[src/rtl/canny_pkg.sv]
// ---------------------------------------------------------------------------
// canny_pkg
// Shared types and constants for the Canny front-end line buffering.
//   state_e    : sequencing state of the three-line buffer controller
//   NBANK      : number of line RAMs (one-hot write bank width)
//   FILL_LINES : complete lines that must be stored before output starts
// ---------------------------------------------------------------------------
package canny_pkg;

  typedef enum logic [1:0] {
    IDLE = 2'd0,
    FILL = 2'd1,
    RUN  = 2'd2
  } state_e;

  localparam int NBANK      = 3;
  localparam int FILL_LINES = 2;

endpackage

[src/rtl/lb_bank_rot.sv]
// ---------------------------------------------------------------------------
// lb_bank_rot
// One-hot write-bank rotator with a matching newest-line index.
// Ports:
//   clk, rst_b : pixel clock, asynchronous active-low reset
//   clear      : return to bank 0 (wins over advance)
//   advance    : step to the next bank (line end)
//   bank       : one-hot write bank, 001 -> 010 -> 100 -> 001
//   tap_sel    : index 0..NBANK-1 of the bank currently being written
// ---------------------------------------------------------------------------
module lb_bank_rot
  import canny_pkg::*;
(
  input  logic             clk,
  input  logic             rst_b,
  input  logic             clear,
  input  logic             advance,
  output logic [NBANK-1:0] bank,
  output logic [1:0]       tap_sel
);

  localparam logic [NBANK-1:0] BANK0   = {{(NBANK-1){1'b0}}, 1'b1};
  localparam logic [1:0]       TAP_MAX = 2'(NBANK - 1);

  logic [NBANK-1:0] bank_q, bank_d;
  logic [1:0]       tap_q, tap_d;

  always_comb begin
    bank_d = bank_q;
    tap_d  = tap_q;
    if (clear) begin
      bank_d = BANK0;
      tap_d  = '0;
    end else if (advance) begin
      bank_d = {bank_q[NBANK-2:0], bank_q[NBANK-1]};
      tap_d  = (tap_q == TAP_MAX) ? 2'd0 : tap_q + 2'd1;
    end
  end

  always_ff @(posedge clk or negedge rst_b) begin
    if (!rst_b) begin
      bank_q <= BANK0;
      tap_q  <= '0;
    end else begin
      bank_q <= bank_d;
      tap_q  <= tap_d;
    end
  end

  assign bank    = bank_q;
  assign tap_sel = tap_q;

endmodule

[src/rtl/line3_ctrl.sv]
// ---------------------------------------------------------------------------
// line3_ctrl
// Sequencing controller for the three-line buffer in the Canny front end.
// It turns sensor vvalid/hvalid into line-RAM write/read strobes and
// addresses, rotates the write bank at every line end, and emits a
// read-aligned pixel stream with frame/border flags for the 3x3 window.
// Ports:
//   clk, rst_b          : pixel clock, asynchronous active-low reset
//   vvalid, hvalid      : frame valid and line/pixel valid from the sensor
//   wr_en, wr_bank      : registered write strobe and one-hot bank select
//   wr_addr, rd_addr    : registered column address (read = write column)
//   tap_sel             : index of the bank holding the newest line
//   hsync, fsync        : output pixel valid / first output pixel of frame
//   ini_row, ini_column : first output row / column 0 of an output row
//   col_cnt, row_cnt    : coordinates of the current output pixel
//   ovf_err             : sticky, a line exceeded 2^AW pixels
// ---------------------------------------------------------------------------
module line3_ctrl
  import canny_pkg::*;
#(
  parameter int AW = 10,
  parameter int RW = 11
) (
  input  logic             clk,
  input  logic             rst_b,
  input  logic             vvalid,
  input  logic             hvalid,
  output logic             wr_en,
  output logic [NBANK-1:0] wr_bank,
  output logic [AW-1:0]    wr_addr,
  output logic [AW-1:0]    rd_addr,
  output logic [1:0]       tap_sel,
  output logic             hsync,
  output logic             fsync,
  output logic             ini_row,
  output logic             ini_column,
  output logic [AW-1:0]    col_cnt,
  output logic [RW-1:0]    row_cnt,
  output logic             ovf_err
);

  localparam logic [AW-1:0] ADDR_MAX = '1;
  localparam logic [RW-1:0] ROW_MAX  = '1;
  localparam logic [1:0]    FILL_END = 2'(FILL_LINES - 1);

  state_e          state_q, state_d;
  logic            vvalid_q, hvalid_q;
  logic [AW-1:0]   col_q, col_d;
  logic            line_ovf_q, line_ovf_d;
  logic [1:0]      lines_q, lines_d;
  logic [RW-1:0]   row_q, row_d;
  logic            wr_en_q, wr_en_d;
  logic [AW-1:0]   wr_addr_q, wr_addr_d;
  logic            ovf_err_q, ovf_err_d;
  logic            s1_vld_q, s1_vld_d;
  logic [RW-1:0]   s1_row_q, s1_row_d;
  logic            hsync_q, hsync_d;
  logic            fsync_q, fsync_d;
  logic [AW-1:0]   col_cnt_q, col_cnt_d;
  logic [RW-1:0]   row_cnt_q, row_cnt_d;

  logic            v_rise, v_fall, active, line_end;
  logic [AW-1:0]   col_base;
  logic            ovf_base;
  logic            rot_clear, rot_adv;

  // A rising edge of vvalid starts the frame in the same cycle, so the
  // column and overflow state seen by that cycle's pixel is the cleared one.
  assign v_rise   = vvalid & ~vvalid_q;
  assign v_fall   = ~vvalid & vvalid_q;
  assign active   = vvalid & ((state_q != IDLE) | v_rise);
  assign line_end = vvalid & (state_q != IDLE) & hvalid_q & ~hvalid;
  assign col_base = v_rise ? '0 : col_q;
  assign ovf_base = v_rise ? 1'b0 : line_ovf_q;

  // Sequencing and write side. Once a line has filled every RAM address the
  // address parks at the top, further pixels are dropped and flagged.
  always_comb begin
    state_d    = state_q;
    col_d      = col_q;
    line_ovf_d = line_ovf_q;
    lines_d    = lines_q;
    row_d      = row_q;
    wr_en_d    = 1'b0;
    wr_addr_d  = wr_addr_q;
    ovf_err_d  = ovf_err_q;
    rot_clear  = 1'b0;
    rot_adv    = 1'b0;

    if (v_fall) begin
      state_d    = IDLE;
      col_d      = '0;
      line_ovf_d = 1'b0;
      lines_d    = '0;
      row_d      = '0;
      wr_addr_d  = '0;
    end else if (active) begin
      if (v_rise) begin
        state_d    = FILL;
        col_d      = '0;
        line_ovf_d = 1'b0;
        lines_d    = '0;
        row_d      = '0;
        wr_addr_d  = '0;
        ovf_err_d  = 1'b0;
        rot_clear  = 1'b1;
      end
      if (hvalid) begin
        if (ovf_base) begin
          wr_addr_d = ADDR_MAX;
          ovf_err_d = 1'b1;
        end else begin
          wr_en_d   = 1'b1;
          wr_addr_d = col_base;
          if (col_base == ADDR_MAX) begin
            line_ovf_d = 1'b1;
          end else begin
            col_d = col_base + 1'b1;
          end
        end
      end else if (line_end) begin
        col_d      = '0;
        line_ovf_d = 1'b0;
        wr_addr_d  = '0;
        rot_adv    = 1'b1;
        if (state_q == FILL) begin
          if (lines_q == FILL_END) begin
            state_d = RUN;
          end else begin
            lines_d = lines_q + 2'd1;
          end
        end else if (row_q != ROW_MAX) begin
          row_d = row_q + 1'b1;
        end
      end
    end
  end

  // Output side: one stage matches the write register, the second matches
  // the RAM read latency. col_cnt tracks wr_addr one cycle later, so it
  // always names the column whose data is on the RAM output.
  always_comb begin
    s1_vld_d  = wr_en_d & (state_q == RUN);
    s1_row_d  = row_q;
    hsync_d   = s1_vld_q;
    col_cnt_d = wr_addr_q;
    row_cnt_d = s1_row_q;
    fsync_d   = s1_vld_q & (wr_addr_q == '0) & (s1_row_q == '0);
  end

  // vvalid_q resets high so a frame already in progress at reset release
  // is skipped until vvalid is seen low and rises again.
  always_ff @(posedge clk or negedge rst_b) begin
    if (!rst_b) begin
      state_q    <= IDLE;
      vvalid_q   <= 1'b1;
      hvalid_q   <= 1'b0;
      col_q      <= '0;
      line_ovf_q <= 1'b0;
      lines_q    <= '0;
      row_q      <= '0;
      wr_en_q    <= 1'b0;
      wr_addr_q  <= '0;
      ovf_err_q  <= 1'b0;
      s1_vld_q   <= 1'b0;
      s1_row_q   <= '0;
      hsync_q    <= 1'b0;
      fsync_q    <= 1'b0;
      col_cnt_q  <= '0;
      row_cnt_q  <= '0;
    end else begin
      state_q    <= state_d;
      vvalid_q   <= vvalid;
      hvalid_q   <= hvalid;
      col_q      <= col_d;
      line_ovf_q <= line_ovf_d;
      lines_q    <= lines_d;
      row_q      <= row_d;
      wr_en_q    <= wr_en_d;
      wr_addr_q  <= wr_addr_d;
      ovf_err_q  <= ovf_err_d;
      s1_vld_q   <= s1_vld_d;
      s1_row_q   <= s1_row_d;
      hsync_q    <= hsync_d;
      fsync_q    <= fsync_d;
      col_cnt_q  <= col_cnt_d;
      row_cnt_q  <= row_cnt_d;
    end
  end

  lb_bank_rot u_bank_rot (
    .clk     (clk),
    .rst_b   (rst_b),
    .clear   (rot_clear),
    .advance (rot_adv),
    .bank    (wr_bank),
    .tap_sel (tap_sel)
  );

  assign wr_en      = wr_en_q;
  assign wr_addr    = wr_addr_q;
  assign rd_addr    = wr_addr_q;
  assign hsync      = hsync_q;
  assign fsync      = fsync_q;
  assign col_cnt    = col_cnt_q;
  assign row_cnt    = row_cnt_q;
  assign ovf_err    = ovf_err_q;
  assign ini_row    = (row_cnt_q == '0) & hsync_q;
  assign ini_column = (col_cnt_q == '0) & hsync_q;

endmodule

[config.mk]
export PLATFORM = sky130hd
export DESIGN_NAME = line3_ctrl
export DESIGN_NICKNAME = d
export VERILOG_FILES = /design/src/rtl/canny_pkg.sv /design/src/rtl/lb_bank_rot.sv /design/src/rtl/line3_ctrl.sv
export SDC_FILE = /design/constraint.sdc
export NUM_CORES = 1
export LEC_CHECK = 0
export ABC_AREA = 1
export ABC_CLOCK_PERIOD_IN_PS = 2300
export CORE_MARGIN = 8
export CORE_UTILIZATION = 53
export DETAILED_ROUTE_END_ITERATION = 10
export GPL_TIMING_DRIVEN = 0
export MAX_ROUTING_LAYER = met4
export PLACE_DENSITY = 0.79
export SLEW_MARGIN = 30
export SYNTH_ARGS = -nofsm -noshare
export SYNTH_HDL_FRONTEND = slang
export SYNTH_SLANG_ARGS = --single-unit
[constraint.sdc]
create_clock -name clk -period 2.3 [get_ports clk]
set_input_delay 0.23 -clock clk [delete_from_list [all_inputs] [get_ports clk]]
set_output_delay 0.23 -clock clk [all_outputs]
set_load 0.02 [all_outputs]
## After elaboration in Yosys (flattened, before gate mapping)

Index checks and enable logic that the tools add are counted.

- Register bits: 80
- Input port bits: 4
- Word-level logic and storage cells: 114

- Bitwise operators: 16
- $add $sub $neg: 4
- Reduce and logical (&&, ||, !) cells: 10
- Equality and inequality tests: 6
- Multiplexer cells: 60

Operators with widths:

| cell | count |
|---|---|
| 2-to-1 mux 10 bit | 13 |
| 2-to-1 mux 11 bit | 7 |
| 2-to-1 mux 2 bit | 17 |
| logical NOT 11 bit | 2 |
| 2-to-1 mux 1 bit | 21 |
| logical NOT 10 bit | 2 |
| adder 11 x 1 -> 11 bit, second input constant | 1 |
| bitwise AND 1 bit | 11 |
| inequality test 11 bit, second input constant | 1 |
| adder 10 x 1 -> 10 bit, second input constant | 1 |
| equality test 10 bit, second input constant | 1 |
| 2-to-1 mux 3 bit | 2 |
| nonzero test 2 bit | 3 |
| adder 2 x 1 -> 2 bit, second input constant | 2 |
| equality test 2 x 1 -> 1 bit, second input constant | 2 |
| equality test 2 bit, second input constant | 2 |
| inverter 1 bit | 4 |
| AND reduction 2 bit | 2 |
| nonzero test 4 bit | 1 |
| bitwise OR 1 bit | 1 |

## Logic depth before layout (Yosys ltp)

- Depth in word-level cells: 10
- Mapped depth: 14
- Depth with buffers taken out: 14

## Hierarchy

A second synthesis with hierarchy kept.

- Cell total of the unflattened synthesis: 370
- Area, all modules: 3,530.9 um2

Modules (own cells, without submodules):

| module | cells each | instances | area an instance (um2) | sequential area each (um2) |
|---|---|---|---|---|
| line3_ctrl | 346 | 1 | 3,319.4 | 1,878.1 |
| lb_bank_rot | 24 | 1 | 211.5 | 126.4 |

## Worst setup path before layout

Ideal clock, no wire load.

- Kind: register to register
- Start: reg vvalid_q
- End: reg col_q[0]
- Slack: 0.419 ns
- Cell stages (with the launch flop): 14
- Setup time: 0.126 ns
- Period minus slack after synthesis: 1.881 ns
- Arrival: 1.754 ns
- Buffers on the path: 1
- Path through: dfstp_2 > inv_1 > nand2_2 > nand2_1 > inv_1 > ha_1 > nand2_1 > nor2_1 > nand3_1 > nand3_1 > buf_4 > o21ai_0 > nand2_1 > o21ai_0

- Cells in the longest elaborated chain, start to end: 9

RTL lines:

| what | RTL line | text |
|---|---|---|
| start, declared | line3_ctrl.sv:47 | `logic vvalid_q, hvalid_q;` |
| start signal, assigned | line3_ctrl.sv:173 | `vvalid_q <= vvalid;` |
| inverter 1 bit | line3_ctrl.sv:69 | `assign v_rise = vvalid & ~vvalid_q;` |
| bitwise AND 1 bit | line3_ctrl.sv:69 |  |
| 2-to-1 mux 10 bit | line3_ctrl.sv:73, line3_ctrl.sv:98 |  |
| adder 10 x 1 -> 10 bit or equality test 10 bit (tied branches) | line3_ctrl.sv:118, line3_ctrl.sv:115 |  |
| 2-to-1 mux 10 bit | line3_ctrl.sv:115 | `if (col_base == ADDR_MAX) begin` |
| 2-to-1 mux 10 bit | line3_ctrl.sv:109 | `if (ovf_base) begin` |
| 2-to-1 mux 10 bit | line3_ctrl.sv:108 | `if (hvalid) begin` |
| 2-to-1 mux 10 bit | line3_ctrl.sv:97 | `end else if (active) begin` |
| 2-to-1 mux 10 bit | line3_ctrl.sv:90 | `if (v_fall) begin` |
| end signal, assigned | line3_ctrl.sv:175 | `col_q <= col_d;` |
| end, declared | line3_ctrl.sv:48 | `logic [AW-1:0] col_q, col_d;` |

Several ways; a longest one is shown, not always the timed one. The select of a mux whose other input is x is not followed.
A chain may end at the register's enable or synchronous reset.

## Worst setup path after layout

- Start: reg vvalid_q
- End: reg col_q[4]

Same word-level chain as after synthesis.

==> results.sh <==
export IMPL_outcome="complete, no violations"
export IMPL_crit_required_ns=2.60
export IMPL_clock_tree_from_tritoncts="done"
export IMPL_timing_hold_worst_endpoint="vvalid_q$_DFF_PN1_"
export IMPL_layout_setup_ws_ns=0.143
export IMPL_worst_clock_skew_ns=0.00797
export IMPL_1st_pass_router_iterations=5
export IMPL_cts_buffers_inserted=9
export IMPL_post_drt_wl_per_cell_um=14.7
export IMPL_initial_utilization=0.537
export IMPL_ir_drop_mv=0.328
export IMPL_final_net_count=481
export IMPL_whs_path_depth=1
export IMPL_most_instantiated_library_cell_after_synthesis="sky130_fd_sc_hd__nand2_1"
export IMPL_number_of_library_cell_types_mapped_by_synthesis=33
export IMPL_synth_edff_count=0
export IMPL_pin_count_of_the_biggest_net_entering_global_routing=50
export IMPL_area_growth_pct=25.1
export IMPL_rr_startpoint="vvalid_q$_DFF_PN1_"
export IMPL_clkSinkCount=80
export IMPL_setup_viol=0
export IMPL_start_to_end_type_of_the_worst_setup_path="flop to flop"
export IMPL_tightest_slew_ns=0.802
export IMPL_grt_pass1_wl_um=14200
export IMPL_fin_total_pwr_mw=3.25
export IMPL_clock_tree_buffer_depth=2
export IMPL_synthesis_nets=413
export IMPL_post_dp_hpwl_um=6080
export IMPL_worstReg2RegEnd="col_q[4]$_DFFE_PN0P_"
export IMPL_synth_cells_most_frequent="79 x sky130_fd_sc_hd__nand2_1, 78 x sky130_fd_sc_hd__dfrtp_1, 61 x sky130_fd_sc_hd__inv_1"
export IMPL_detailed_place_area_um2=4260
export IMPL_die_y_um=98.3
export IMPL_post_route_cells_drive_above_1_share=0.100
export IMPL_floorplan_die_area_um2=9660
export IMPL_holdCritStartpoint="vvalid"
export IMPL_cell_count_after_synthesis=407
export IMPL_grt_setup_unrepaired="no"
export IMPL_final_hold_viol_count=0
export IMPL_num_rows=30
export IMPL_top_level_ports=56
export IMPL_final_period_utilization=0.938
export IMPL_min_period_ns=2.16
export IMPL_total_leakage_power_nw=2.14
export IMPL_route_detailed_vias_per_inst=5.42
export IMPL_initialDrtViolationCount=279
export IMPL_longest_individual_stage_delay_on_the_worst_path_ns=0.54
export IMPL_track_usage=0.184
export IMPL_synthDominantCellAreaShare=0.544
export IMPL_ff2ff_path_depth=14
export IMPL_count_of_maximum_capacitance_violations=0
export IMPL_num_fill_cells=537
export IMPL_power_density_nw_per_um2=724
export IMPL_antenna_cells_inserted=0
export IMPL_critical_path_peak_fanout=10
export IMPL_clk_pin_slew_worst_paths_ns=0.09
export IMPL_netlist_top_cell_by_area="sky130_fd_sc_hd__dfrtp_1"
export IMPL_relSlewSlack=0.463
export IMPL_finish_instance_area_um2=4490
export IMPL_flops_latches_synth=80
export IMPL_path_common_cell="sky130_fd_sc_hd__nand2_1"
export IMPL_post_place_ws_ns=-0.233
export IMPL_final_instance_count_excl_fill=560
export IMPL_synth_area_um2=3590
export IMPL_hold_path_class="input port to flop"
export IMPL_sequential_cell_area_um2=2000
export IMPL_post_synth_arst_share=1.00
export IMPL_ys_warnings_count=0
export IMPL_rrSetupSlack_ns=0.14
export IMPL_port_buffers=55
export IMPL_max_freq_mhz=464
export IMPL_setup_tns_ns=0
export IMPL_post_cts_setup_buffer_count=0
export IMPL_cp_start_kind="flop"
export IMPL_routed_via_count=3034
export IMPL_dp_cells=543
export IMPL_arrival_ns=2.46
export IMPL_remaining_drc_errors=0
export IMPL_dominantRegCellSynth="sky130_fd_sc_hd__dfrtp_1"
export IMPL_synth_top_cells_by_area="sky130_fd_sc_hd__dfrtp_1 54%, sky130_fd_sc_hd__nand2_1 8.3%, sky130_fd_sc_hd__inv_1 6.4%"
export IMPL_grt_antenna_before_repair=0
export IMPL_grt_overflow_total=0
export IMPL_place_congestion=0.930
export IMPL_root_buffer="sky130_fd_sc_hd__clkbuf_8"
export IMPL_avgSynthCellArea_um2=8.82
export IMPL_grt_pass1_vias=2952
export IMPL_fin_worst_hold_slack_ns=0.0817
export IMPL_cts_max_level=3
export IMPL_timing_critical_path_cells="inv_1, nand2_4, nand2_1, inv_1, ha_1, nand2_1, nor2_4, nand3_1, nand3_1, buf_6, nor2_1, nand2_1, nand3_1, nand2_1"
export IMPL_critPathCaptureType="flop"
export IMPL_floorplan_core_area_um2=6680
export IMPL_die_width_um=98.3
export IMPL_final_max_slew_violation_count=0
export IMPL_route_final_wire_length_um=8230
export IMPL_slowest_stage_cell_cp="sky130_fd_sc_hd__dfstp_2"
export IMPL_drtAntennaViolNets=0
export IMPL_final_cell_utilization_of_the_core=0.672
export IMPL_clock_insertion_delay_worst_skew_ns=0.36
export IMPL_seq_area_frac_synth=0.559
export IMPL_multiInputGateArea_um2=1240
==> what timing repair did <==
action                     4_1_cts  5_1_grt
setup endpoints to repair        2        8
hold endpoints to repair        29        0
gates resized for setup          2        5
hold buffers                     1        0
==> layout by cell type (no fill, tap or decap), types with 3 or more instances in the layout <==
cell type and count:
sky130_fd_sc_hd__buf_4 11, sky130_fd_sc_hd__o22ai_1 4, sky130_fd_sc_hd__nor2_1 35, sky130_fd_sc_hd__o21ai_1 3
sky130_fd_sc_hd__o21ai_0 37, sky130_fd_sc_hd__nand3_1 31, sky130_fd_sc_hd__or2_2 3, sky130_fd_sc_hd__inv_1 61
sky130_fd_sc_hd__buf_6 3, sky130_fd_sc_hd__nor4_1 10, sky130_fd_sc_hd__nand2_1 79, sky130_fd_sc_hd__a21oi_1 8
sky130_fd_sc_hd__dfrtp_1 78, sky130_fd_sc_hd__clkbuf_8 9, sky130_fd_sc_hd__a31oi_1 4, sky130_fd_sc_hd__nor2_4 4
sky130_fd_sc_hd__nand4_1 12, sky130_fd_sc_hd__clkdlybuf4s50_1 51, sky130_fd_sc_hd__clkbuf_1 4
==> flip-flops by register name (all words and copies together), names as in the netlist <==
signal and cells:
row_cnt 11, row_cnt_d 11, row_q 11, col_cnt 10
col_q 10, rd_addr 10, u_bank_rot.bank 3, lines_q 2
state_q 2, u_bank_rot.tap_sel 2, fsync 1, hsync 1
hsync_d 1, hvalid_q 1, line_ovf_q 1, ovf_err 1
vvalid_q 1, wr_en 1
==> per-layer routing <==
layer | track usage | wire length (um) | vias to the layer above | part of all wire
li1 | - | - | 1460 | -
met4 | 0.0744 | 112 | 0 | 0.014
met2 | 0.275 | 3890 | 105 | 0.47
met1 | 0.234 | 3740 | 1459 | 0.45
met5 | - | 0 | - | 0
met3 | 0.0469 | 492 | 10 | 0.060
==> final cells by class <==
class,instances,share of cell area
timing repair buffer,57,0.131
inverter,61,0.0510
clock inverter,7,0.0162
sequential,80,0.446
multi-input combinational,248,0.277
clock buffer,9,0.0276
buffer,18,0.0287
tap,80,0.0223
==> worst max path at each step <==
stage / from / end / slack, ns / cells after the start
3_5_place_dp: vvalid / col_q[4]$_DFFE_PN0P_ / -0.23 / 15
2_1_floorplan: vvalid_q$_DFF_PN1_ / col_q[0]$_DFFE_PN0P_ / 0.42 / 13
3_3_place_gp: rst_b / col_cnt[1]$_DFF_PN0_ / -1.65 / 1
6_report: vvalid_q$_DFF_PN1_ / col_q[4]$_DFFE_PN0P_ / 0.14 / 14
5_1_grt: vvalid_q$_DFF_PN1_ / col_q[4]$_DFFE_PN0P_ / 0.003 / 14
4_1_cts: vvalid_q$_DFF_PN1_ / col_q[4]$_DFFE_PN0P_ / 0.05 / 14
==> worst max-delay path, delay by kind of cell, from the launching register on <==
| family | cells | cell delay [ns] |
|---|---|---|
| DFF | 1 | 0.54 |
| and+or+nand+nor | 10 | 1.04 |
| adders and majority gates | 1 | 0.19 |
| buffers and inverters | 3 | 0.33 |
==> cell families after synthesis <==
logic type                 after synthesis  share of synthesized area
adders and majority gates                2                    0.00697
and+or+nand+nor                        185                      0.243
xor gates and xnor gates                 2                    0.00488
AOI/OAI and AO/OA                       59                     0.0879
DFF                                     80                      0.559
buffers and inverters                   79                     0.0987
==> power breakdown <==
| group | switching, mW | total [mW] | internal, mW |
|---|---|---|---|
| logic | 0.387 | 0.668 | 0.281 |
| clock network | 0.575 | 1.00 | 0.425 |
| registers | 0.0807 | 1.58 | 1.50 |
| total | 1.04 | 3.25 | 2.21 |
Note: power is estimated with default switching activity, not from simulation.
==> variant 1: new RTL, config.mk and constraints unchanged <==
Encoding of `state_e`: now one-hot (3 bits for 3 states).
--- a/src/rtl/canny_pkg.sv
+++ b/src/rtl/canny_pkg.sv
@@ -7,10 +7,10 @@
 // ---------------------------------------------------------------------------
 package canny_pkg;
 
-  typedef enum logic [1:0] {
-    IDLE = 2'd0,
-    FILL = 2'd1,
-    RUN  = 2'd2
+  typedef enum logic [2:0] {
+    IDLE = 3'b001,
+    FILL = 3'b010,
+    RUN  = 3'b100
   } state_e;
 
   localparam int NBANK      = 3;
Behaviour: no difference found for any inputs over 10 cycles, from zero or initial values and one cycle with rst_b low; not proved beyond that.
==> variant 1 against the unedited design <==
- clock skew grew 4.4 ps
- hold slack gained 92 ps
- synthesized cell count grew 1.2%
- power grew 4.2%
- sequential cell count grew 1
- wire length grew 2.1%
- cell count grew 0.71%
- fmax shrank 1.2%
- design area grew 2.0%
- setup slack lost 26 ps
- die area grew 2.1%
- area after synthesis grew 2.5%
==> variant 1: results (changes against the unedited design) <==
Global route
  – Met1 GRT Util: 23.60% (+0.22 points)
  – Total track usage: 18.32% (-0.088 points)

STA
  – Worst clock skew: 12.40 ps (+4.429 ps)
  – Slew @ Worst Pin: 584.2 ps (-218.1 ps)

Yosys
  – Part of the Yosys area used for sequential elements: 55.20% (-0.65 points)
  – Cells after Synth: 412 (+1.2%)
  – Area contributors post-synth: dfrtp_1 (53%), nand2_1 (7.4%), inv_1 (6.1%)

Routing
  – Average wire per standard cell: 14.90 µm (+1.4%)
  – DR WL met3: 459 µm (-6.7%)
  – Metal2 WL: 3812 µm (-1.9%)
  – DRT iter0 DRCs: 258 (-7.5%)
  – WL met1: 3967 µm (+6.2%)

Setup path
  – R2r setup slk: 210 ps (+70 ps)
  – Critical path's slowest cell: clkdlybuf4s50_1
  – Worst Reg-to-Reg Cells: 12 (-2)
  – Crit path launch: row_cnt[1]
  – Reg2reg end: col_q[1]

Layout
  – # fillers: 533 (-0.74%)
  – Multi-input gates: 249 (+0.40%)
  – Clkbuf count: 10 (+1)
  – Final Non-Filler Cells: 564 (+0.71%)
  – Final net count: 486 (+1.0%)
  – Signal inverters: 65 (+6.6%)
  – Clock network contribution to total cell area: 4.400% (+0.026 points)
  – Seq cells: 81 (+1.3%)

Placed design
  – Placed Cells: 548 (+0.92%)
  – Placed cell areas: 4354 µm² (+2.1%)

Clock network
  – Number of gates resized after CTS: 1 (-1)

Pwr
  – Max IR drop VDD: 404.3 µV (+23%)

Status
  – Outcome: finished clean
variant 1: cell types whose count changed in the layout (fill, tap and decap cells not counted), sizes merged, moves of 2 or more:
cell | unedited run | this run
o211ai | 0 | 3
or2 | 3 | 0
nor3 | 3 | 10
nor2 | 40 | 48
nand2 | 82 | 76
o21ai | 40 | 24
a21oi | 8 | 6
nand3 | 33 | 30
o22ai | 4 | 14
variant 1: where the power goes:
part	internal (mW)	switching, mW	total [mW]
clock	0.533	0.532	1.07
combinational	0.286	0.401	0.687
sequential	1.54	0.0968	1.64
variant 1: per-stage QoR:
stage	utilization [%]	total power, mW	hold slack [ps]
detailed placement	64.44	2.353	200.1
global route	67.76	3.550	168.7
floorplan	-	2.043	-65.59
finish	67.76	3.391	173.8
CTS	67.56	3.403	361.4
global placement	64.07	2.329	355.2
variant 1: cell families after synthesis:
logic type      Yosys count  share of synthesized area [%]
compound gates           54                          8.402
fa+ha+maj                 2                         0.6802
buf+inv                  82                          9.728
xor+xnor                  3                         0.7144
simple gates            190                          25.27
flops                    81                          55.20
==> variant 2: new RTL, same flow settings <==
Made on the original files. The parameter `RW` goes from 11 to 12.
--- a/src/rtl/line3_ctrl.sv
+++ b/src/rtl/line3_ctrl.sv
@@ -19,7 +19,7 @@
   import canny_pkg::*;
 #(
   parameter int AW = 10,
-  parameter int RW = 11
+  parameter int RW = 12
 ) (
   input  logic             clk,
   input  logic             rst_b,
Ports: changed (resized row_cnt); port bits go from 56 to 57. The function was not compared with the original's and may differ.
==> variant 2 against the unedited design <==
- power is 1.1% lower
- clock power is 10% higher
- setup slack better by 5.0 ps
- sequential cell count is 3 higher
- clock skew is 2.6 ps higher
- area after synthesis is 5.1% higher
- design area is 5.2% higher
- wire length is 6.2% higher
- largest cell class unchanged
- largest power group unchanged
- highest routed layer unchanged
==> variant 2: results (changes against the unedited design) <==
Global route
  – First-pass GRT wire length: 14550 µm (+2.6%)
  – Grt met3 use: 4.775% (+0.081 points)
  – Met1 GRT Util: 24.10% (+0.72 points)
  – Vias in the first global route: 2998 (+1.6%)

Pwr
  – Seq pwr: 1.63 mW (+3%)
  – Leak: 2.244 nW (+4.7%)
  – Sw frac: 29.46% (-2.6 points)

Yosys
  – Number of synthesized register bits: 83 (+3.8%)
  – Synth Cell Area: 3771 µm² (+5.1%)
  – Part of the Yosys area used for sequential elements: 55.14% (-0.72 points)
  – Top cells by count, synth: nand2_1 (84), dfrtp_1 (81), inv_1 (50), nor2_1 (33), nand3_1 (27)
  – Syn Nets: 423 (+2.4%)
  – Area contributors post-synth: dfrtp_1 (54%), nand2_1 (8.4%), inv_1 (5.0%)
  – Post-synthesis adder-cell area fraction: 0.6636% (-0.034 points)
  – Syn Area/Cell: 9.043 µm² (+2.6%)
  – Cell variety after synth: 37 (+12%)

STA
  – Worst rel slew slack: 60.31% (+14 points)
  – Hold_ws: 298.0 ps (+216.3 ps)

Layout
  – Area occupied by multi-input gates: 1355 µm² (+9.1%)
  – Final Non-Filler Cells: 587 (+4.8%)
  – Final net count: 492 (+2.3%)
  – Multi-input gates: 258 (+4.0%)
  – Design area: 4725 µm² (+5.2%)
  – Signal buf overhead: 16.05% (+0.055 points)

Placed design
  – GPL Wtd Cong: 0.9048 (-2.7%)
  – Port bufs: 56 (+1.8%)
  – Placed Cells: 570 (+5.0%)

Clock network
  – Number of gates resized after CTS: 1 (-1)

Routing
  – Vias per std cell: 5.302 (-2.1%)
  – Total Wirelength: 8740 µm (+6.2%)

Status
  – Outcome: finished clean
-- variant 2: cell types whose count changed after synthesis, sizes merged, moves of 7 or more --
cell	change
a21oi	+9
o21ai	-18
inv	-8
nor3	+7
o211ai	+10
-- variant 2: metal layers --
| layer | vias to the layer above | wire length [µm] |
|---|---|---|
| met5 | - | 0 |
| met4 | 0 | 150 |
| met3 | 14 | 687 |
| met2 | 123 | 3945 |
| met1 | 1476 | 3957 |
| li1 | 1499 | - |
-- variant 2: worst paths after layout --
| path | start | cells after the start | to |
|---|---|---|---|
| max | vvalid_q | 15 | col_q[4] |
| min | rst_b | 2 | col_q[5] |
| max reg2reg | vvalid_q | 15 | col_q[4] |
| min reg2reg | row_cnt_d[1] | 0 | row_cnt[1] |
| max in group asynchronous | rst_b | 3 | vvalid_q |
| min in group clk | row_cnt_d[1] | 0 | row_cnt[1] |
